File: src/rtl/aes_pkg.sv
`default_nettype none
// ============================================================================
// Module   : aes_pkg
// Purpose  : Shared AES block/word widths, types and a word-select helper
//            used by the ciphertext serializer and its block FIFO.
// Revision : 1.0  initial release
// ============================================================================
package aes_pkg;

  localparam int AES_BLOCK_W         = 128;
  localparam int AES_WORD_W          = 32;
  localparam int AES_WORDS_PER_BLOCK = 4;

  typedef logic [AES_BLOCK_W-1:0] aes_block_t;
  typedef logic [AES_WORD_W-1:0]  aes_word_t;

  // Word 0 is the most significant word of the block (MSW-first order).
  function automatic aes_word_t aes_word_sel(input aes_block_t blk, input logic [1:0] idx);
    aes_word_t w;
    case (idx)
      2'd0:    w = blk[127:96];
      2'd1:    w = blk[95:64];
      2'd2:    w = blk[63:32];
      default: w = blk[31:0];
    endcase
    return w;
  endfunction

endpackage
`default_nettype wire

File: src/rtl/aes_blk_fifo.sv
`default_nettype none
// ============================================================================
// Module   : aes_blk_fifo
// Purpose  : DEPTH x 128-bit synchronous FIFO with occupancy count. A push
//            into a full FIFO is accepted when a pop happens in the same
//            cycle; a push into a full FIFO without a pop is dropped.
// Revision : 1.0  initial release
// ============================================================================
module aes_blk_fifo
  import aes_pkg::*;
#(
  parameter int DEPTH = 8,
  parameter int CNT_W = $clog2(DEPTH) + 1
) (
  input  logic             clk,
  input  logic             rst_n,
  input  logic             i_push,
  input  aes_block_t       i_wr_data,
  input  logic             i_pop,
  output logic             o_full,
  output logic             o_empty,
  output logic [CNT_W-1:0] o_level,
  output aes_block_t       o_rd_data
);

  localparam int               c_AW    = $clog2(DEPTH);
  localparam logic [CNT_W-1:0] c_DEPTH = CNT_W'(DEPTH);

  aes_block_t         r_mem [DEPTH];
  logic [c_AW-1:0]    r_wr_ptr;
  logic [c_AW-1:0]    r_rd_ptr;
  logic [CNT_W-1:0]   r_level;
  logic               w_do_push;
  logic               w_do_pop;

  assign o_full    = (r_level == c_DEPTH);
  assign o_empty   = (r_level == '0);
  assign o_level   = r_level;
  assign o_rd_data = r_mem[r_rd_ptr];

  assign w_do_pop  = i_pop & ~o_empty;
  assign w_do_push = i_push & (~o_full | w_do_pop);

  // Storage array: written only on an accepted push, never reset.
  always_ff @(posedge clk) begin
    if (w_do_push) begin
      r_mem[r_wr_ptr] <= i_wr_data;
    end
  end

  // Pointers (power-of-two depth wraps naturally) and occupancy count.
  always_ff @(posedge clk) begin
    if (!rst_n) begin
      r_wr_ptr <= '0;
      r_rd_ptr <= '0;
      r_level  <= '0;
    end else begin
      if (w_do_push) r_wr_ptr <= r_wr_ptr + c_AW'(1);
      if (w_do_pop)  r_rd_ptr <= r_rd_ptr + c_AW'(1);
      case ({w_do_push, w_do_pop})
        2'b10:   r_level <= r_level + CNT_W'(1);
        2'b01:   r_level <= r_level - CNT_W'(1);
        default: r_level <= r_level;
      endcase
    end
  end

endmodule
`default_nettype wire

File: src/rtl/aes_ct_serializer.sv
`default_nettype none
// ============================================================================
// Module   : aes_ct_serializer
// Purpose  : Captures every 128-bit ciphertext from the non-stallable AES
//            pipeline into a block FIFO and emits it as four 32-bit words
//            (MSW first) on a valid/ready stream. Issues credits so a new
//            encryption only starts when FIFO space is guaranteed.
// Options  : AES_CT_SER_OVF_ERR_EN adds a sticky ovf_err output.
// Revision : 1.0  initial release
// ============================================================================
module aes_ct_serializer
  import aes_pkg::*;
#(
  parameter int DEPTH = 8,
  parameter int CNT_W = $clog2(DEPTH) + 1
) (
  input  logic             clk,
  input  logic             rst_n,
  input  logic             issue,
  output logic             can_issue,
  input  aes_block_t       ct_in,
  input  logic             ct_valid,
  output aes_word_t        out_data,
  output logic             out_valid,
  input  logic             out_ready,
  output logic             out_last,
`ifdef AES_CT_SER_OVF_ERR_EN
  output logic             ovf_err,
`endif
  output logic [CNT_W-1:0] level
);

  localparam logic [CNT_W-1:0] c_DEPTH    = CNT_W'(DEPTH);
  localparam logic [CNT_W:0]   c_DEPTH_X  = (CNT_W+1)'(DEPTH);

  logic [1:0]       r_word_idx;
  logic [CNT_W-1:0] r_in_flight;
  logic             w_full;
  logic             w_empty;
  logic [CNT_W-1:0] w_level;
  aes_block_t       w_rd_data;
  logic             w_xfer;
  logic             w_pop;

  aes_blk_fifo #(
    .DEPTH (DEPTH),
    .CNT_W (CNT_W)
  ) u_fifo (
    .clk       (clk),
    .rst_n     (rst_n),
    .i_push    (ct_valid),
    .i_wr_data (ct_in),
    .i_pop     (w_pop),
    .o_full    (w_full),
    .o_empty   (w_empty),
    .o_level   (w_level),
    .o_rd_data (w_rd_data)
  );

  assign w_xfer    = out_valid & out_ready;
  assign w_pop     = w_xfer & (r_word_idx == 2'd3);

  assign level     = w_level;
  assign out_valid = ~w_empty;
  // Gate to zero when empty so the unreset storage never shows on the bus.
  assign out_data  = out_valid ? aes_word_sel(w_rd_data, r_word_idx) : '0;
  assign out_last  = out_valid & (r_word_idx == 2'd3);
  assign can_issue = ({1'b0, w_level} + {1'b0, r_in_flight}) < c_DEPTH_X;

  // Word index within the head block; wraps to 0 when the block is popped.
  always_ff @(posedge clk) begin
    if (!rst_n) begin
      r_word_idx <= 2'd0;
    end else if (w_xfer) begin
      r_word_idx <= r_word_idx + 2'd1;
    end
  end

  // Encryptions in flight: saturating at 0 (survivors of a reset) and DEPTH.
  always_ff @(posedge clk) begin
    if (!rst_n) begin
      r_in_flight <= '0;
    end else if (issue && !ct_valid) begin
      if (r_in_flight < c_DEPTH) r_in_flight <= r_in_flight + CNT_W'(1);
    end else if (ct_valid && !issue) begin
      if (r_in_flight != '0) r_in_flight <= r_in_flight - CNT_W'(1);
    end
  end

`ifdef AES_CT_SER_OVF_ERR_EN
  logic r_ovf_err;
  assign ovf_err = r_ovf_err;

  // Sticky flag: a ciphertext arrived while full and nothing was popped.
  always_ff @(posedge clk) begin
    if (!rst_n) begin
      r_ovf_err <= 1'b0;
    end else if (ct_valid && w_full && !w_pop) begin
      r_ovf_err <= 1'b1;
    end
  end
`endif

endmodule
`default_nettype wire

File: config.mk
export PLATFORM = sky130hd
export DESIGN_NAME = aes_ct_serializer
export DESIGN_NICKNAME = d
export VERILOG_FILES = /design/src/rtl/aes_pkg.sv /design/src/rtl/aes_blk_fifo.sv /design/src/rtl/aes_ct_serializer.sv
export SDC_FILE = /design/constraint.sdc
export NUM_CORES = 1
export LEC_CHECK = 0
export CELL_PAD_IN_SITES_DETAIL_PLACEMENT = 0
export CELL_PAD_IN_SITES_GLOBAL_PLACEMENT = 2
export CORE_MARGIN = 5
export CORE_UTILIZATION = 45
export DETAILED_ROUTE_END_ITERATION = 10
export GPL_TIMING_DRIVEN = 0
export PLACE_DENSITY = 0.78
export RECOVER_POWER = 25
export SYNTH_ARGS = -nofsm -noshare
export SYNTH_HDL_FRONTEND = slang
export SYNTH_SLANG_ARGS = --single-unit
File: constraint.sdc
create_clock -name clk -period 13 [get_ports clk]
set_clock_uncertainty 0.15 [all_clocks]
set_input_delay 1.3 -clock clk [delete_from_list [all_inputs] [get_ports clk]]
set_output_delay 1.3 -clock clk [all_outputs]
set_load 0.01 [all_outputs]
==> results.yml <==
setup_path:
  worstSetupPathType: "reg2out"
  path_max_fanout: 10
  crit_path_end_kind: "output pin"
  start_kind: "register"
  cp.required_ns: 11.55
  arrival_ns: 4.11
layout:
  fin_nets: 2365
  nFillCells: 6589
  stdcell_count: 3481
  fin_util_pct: 54.2
  area_growth_pct: 19.4
  final_area_um2: 48000
  drive_gt1_share_pct: 23.1
placement:
  hpwl_mm: 65.7
  place_area_um2: 44600
  placedCellCount: 3275
  port_buffers: 171
  gp_congestion: 0.752
yosys:
  syn_avg_cell_area_um2: 21.5
  yosys.area.top_type: "edfxtp_1"
  synth_ff_type: "edfxtp_1"
  netlist_instances: 1869
  synth.distinct_cells: 45
  synth_nets: 2019
  ys_async_sr_fraction_pct: 0
  synth.top_cell.area_share_pct: 76.5
  synth_edf_count: 1024
  yosys_warnings: 0
  synth_seq_cells: 1043
  netlist_area_um2: 40200
  synth_seq_area_share_pct: 77.5
  synthTopCellsByArea: "edfxtp_1 77%, mux4_2 13%, mux2i_1 2.5%"
drt:
  vias_per_cell: 5.73
  routed_wl_mm: 97.5
  drc: 0
  drt-pass1-iter-count: 5
  ant_nets: 0
  drt_first_iter_violations: 1962
  wl_per_cell_um: 28.0
  num_vias: 19934
floorplanning:
  die_w_um: 309
  num_rows: 109
  die_y_um: 309
  dieArea_um2: 95400
  initial_core_util_pct: 45.4
  core-area_um2: 88500
  io_pins: 172
cts:
  clock-root-buffer: "clkbuf_16"
  ctsHtreeMaxLevel: 3
  clkSinkCount: 1043
  hold_buffers: 0
  cts_tree: "built"
  clock_latency_ns: 0.65
  clk_path_buf_depth: 3
  post_cts_buffers: 0
  ctsResizeCount: 0
  clk_pin_slew_ns: 0.06
  cts_buffers: 103
sta:
  period_share_pct: 42.8
  timing.slew.headroom_pct: 30.6
  tightest_slew_ns: 1.04
  slew_viol_final: 0
  tns_ns: 0
  fmax_ghz: 0.180
  finalSetupViolCount: 0
  hold_viol: 0
  rsz0062_at_grt: "no"
  period_minus_slack_ns: 5.56
global_routing:
  overflow: 0
  antenna_found_initial: 32
  grt_max_degree: 26
  grtUsageTotal_pct: 20.4
  grt_pass1_wl_mm: 142
  grt_pass1_vias: 20302
worst_hold_path:
  worstHoldPathType: "reg2reg"
job:
  drv_cap: 0
power:
  powerDensity_nw_per_um2: 150
  p_leak_nw: 15.0
  vdd_ir_drop_max_v: 0.0000992
run_status:
  status: "complete, no violations"
[registers in the layout, indices dropped and copies added (netlist names), named ones only]
name and cells:
u_fifo.r_mem 1024, u_fifo.r_rd_ptr 3, r_in_flight 4, u_fifo.r_wr_ptr 3
r_word_idx 2, u_fifo.o_level 4
[report_power, final]
group,switching (W),internal (W)
Sequential,0.0000250,0.00378
Clock,0.00125,0.00173
Combinational,0.000245,0.000177
Total,0.00152,0.00569
[cells by family after synthesis]
| family | after synthesis | synth area share [%] |
|---|---|---|
| simple gates | 179 | 1.88 |
| mux | 326 | 15.1 |
| compound gates | 180 | 3.18 |
| flops | 1043 | 77.5 |
| xor+xnor | 9 | 0.196 |
| fa+ha+maj | 17 | 0.567 |
| buf+inv | 115 | 1.63 |
[worst max-delay path, cell delays in order, from the launching register on]
cell and delay (ns):
dfxtp_1 0.43, ha_1 0.18, clkbuf_1 0.40, and2_1 0.19, clkbuf_1 0.33, clkbuf_1 0.73, a21oi_1 0.14, a21oi_1 0.43
clkdlybuf4s50_1 0.63
[area by class of cell]
type / instances / area [µm²] / area share, %
Timing Repair Buffer: 241 / 2860 / 5.97
Tap cell: 1165 / 1460 / 3.04
Clock buffer: 114 / 2660 / 5.55
Multi-Input combinational cell: 711 / 8460 / 17.6
Sequential cell: 1043 / 31100 / 64.9
Antenna cell: 13 / 32.5 / 0.0678
Inverter: 8 / 30.0 / 0.0626
Buffer: 107 / 624 / 1.30
Clock inverter: 79 / 726 / 1.51
[stage by stage]
step	setup WS [ns]	hold WS, ns	power (W)
after floorplan	1.46	0.330	0.00408
after global placement	-9.09	0.353	0.00431
after detailed placement	7.52	0.358	0.00431
after CTS	7.40	0.368	0.00727
after global routing	7.34	0.411	0.00746
final	7.44	0.370	0.00721
[final timing paths]
kind                    endpoint  slack (ns)  cells past startpoint               start
max                 out_data[31]        7.44                      8       r_word_idx[0]
min                     register        0.37                      2  u_fifo.r_rd_ptr[1]
max reg2reg  u_fifo.r_mem[0][19]        8.77                     11       r_word_idx[0]
min reg2reg             register        0.37                      2  u_fifo.r_rd_ptr[1]
[routing by layer]
metal,share of wire [%],global-route usage [%],vias up
met3,7.3,4.25,166
li1,-,-,8541
met5,0.072,0,-
met4,2.2,5.06,12
met2,49,33.4,731
met1,42,28.5,10484
[placed cells by master, fill, tap and decap left out, types with 6 or more instances in the layout]
| cell | Yosys | routed |
|---|---|---|
| buf_2 | 41 | 41 |
| buf_1 | 7 | 7 |
| a21oi_1 | 66 | 66 |
| ha_1 | 15 | 15 |
| clkinv_2 | 0 | 24 |
| buf_6 | 9 | 36 |
| clkinvlp_4 | 0 | 7 |
| mux4_2 | 224 | 224 |
| and2_1 | 9 | 9 |
| clkinv_1 | 1 | 32 |
| nand2_1 | 73 | 73 |
| dlygate4sd3_1 | 0 | 70 |
| inv_1 | 7 | 7 |
| a221oi_1 | 59 | 59 |
| buf_16 | 0 | 7 |
| clkdlybuf4s50_1 | 0 | 101 |
| nor2b_1 | 8 | 8 |
| nor2_1 | 73 | 67 |
| dfxtp_1 | 19 | 19 |
| buf_4 | 19 | 23 |
| diode_2 | 0 | 13 |
| clkbuf_16 | 0 | 105 |
| buf_12 | 2 | 31 |
| edfxtp_1 | 1024 | 1024 |
| bufinv_16 | 0 | 13 |
| a22oi_1 | 32 | 32 |
| nor2_4 | 0 | 6 |
| clkbuf_1 | 29 | 38 |
| mux2i_1 | 102 | 102 |
[synthesized netlist by cell type, types with 3 or more instances]
cell	count
mux4_2	224
nor2b_1	8
buf_2	41
a31oi_1	3
mux2i_1	102
a221oi_2	3
buf_6	9
a22oi_1	32
ha_1	15
a221oi_1	59
nand2_1	73
xor2_1	4
a21oi_1	66
xnor2_1	5
nor3_1	5
buf_4	19
inv_1	7
dfxtp_1	19
and2_1	9
nand2b_1	3
clkbuf_1	29
nor2_1	73
a21boi_0	3
buf_1	7
edfxtp_1	1024
No activity file was read; power rests on OpenSTA's default activity.
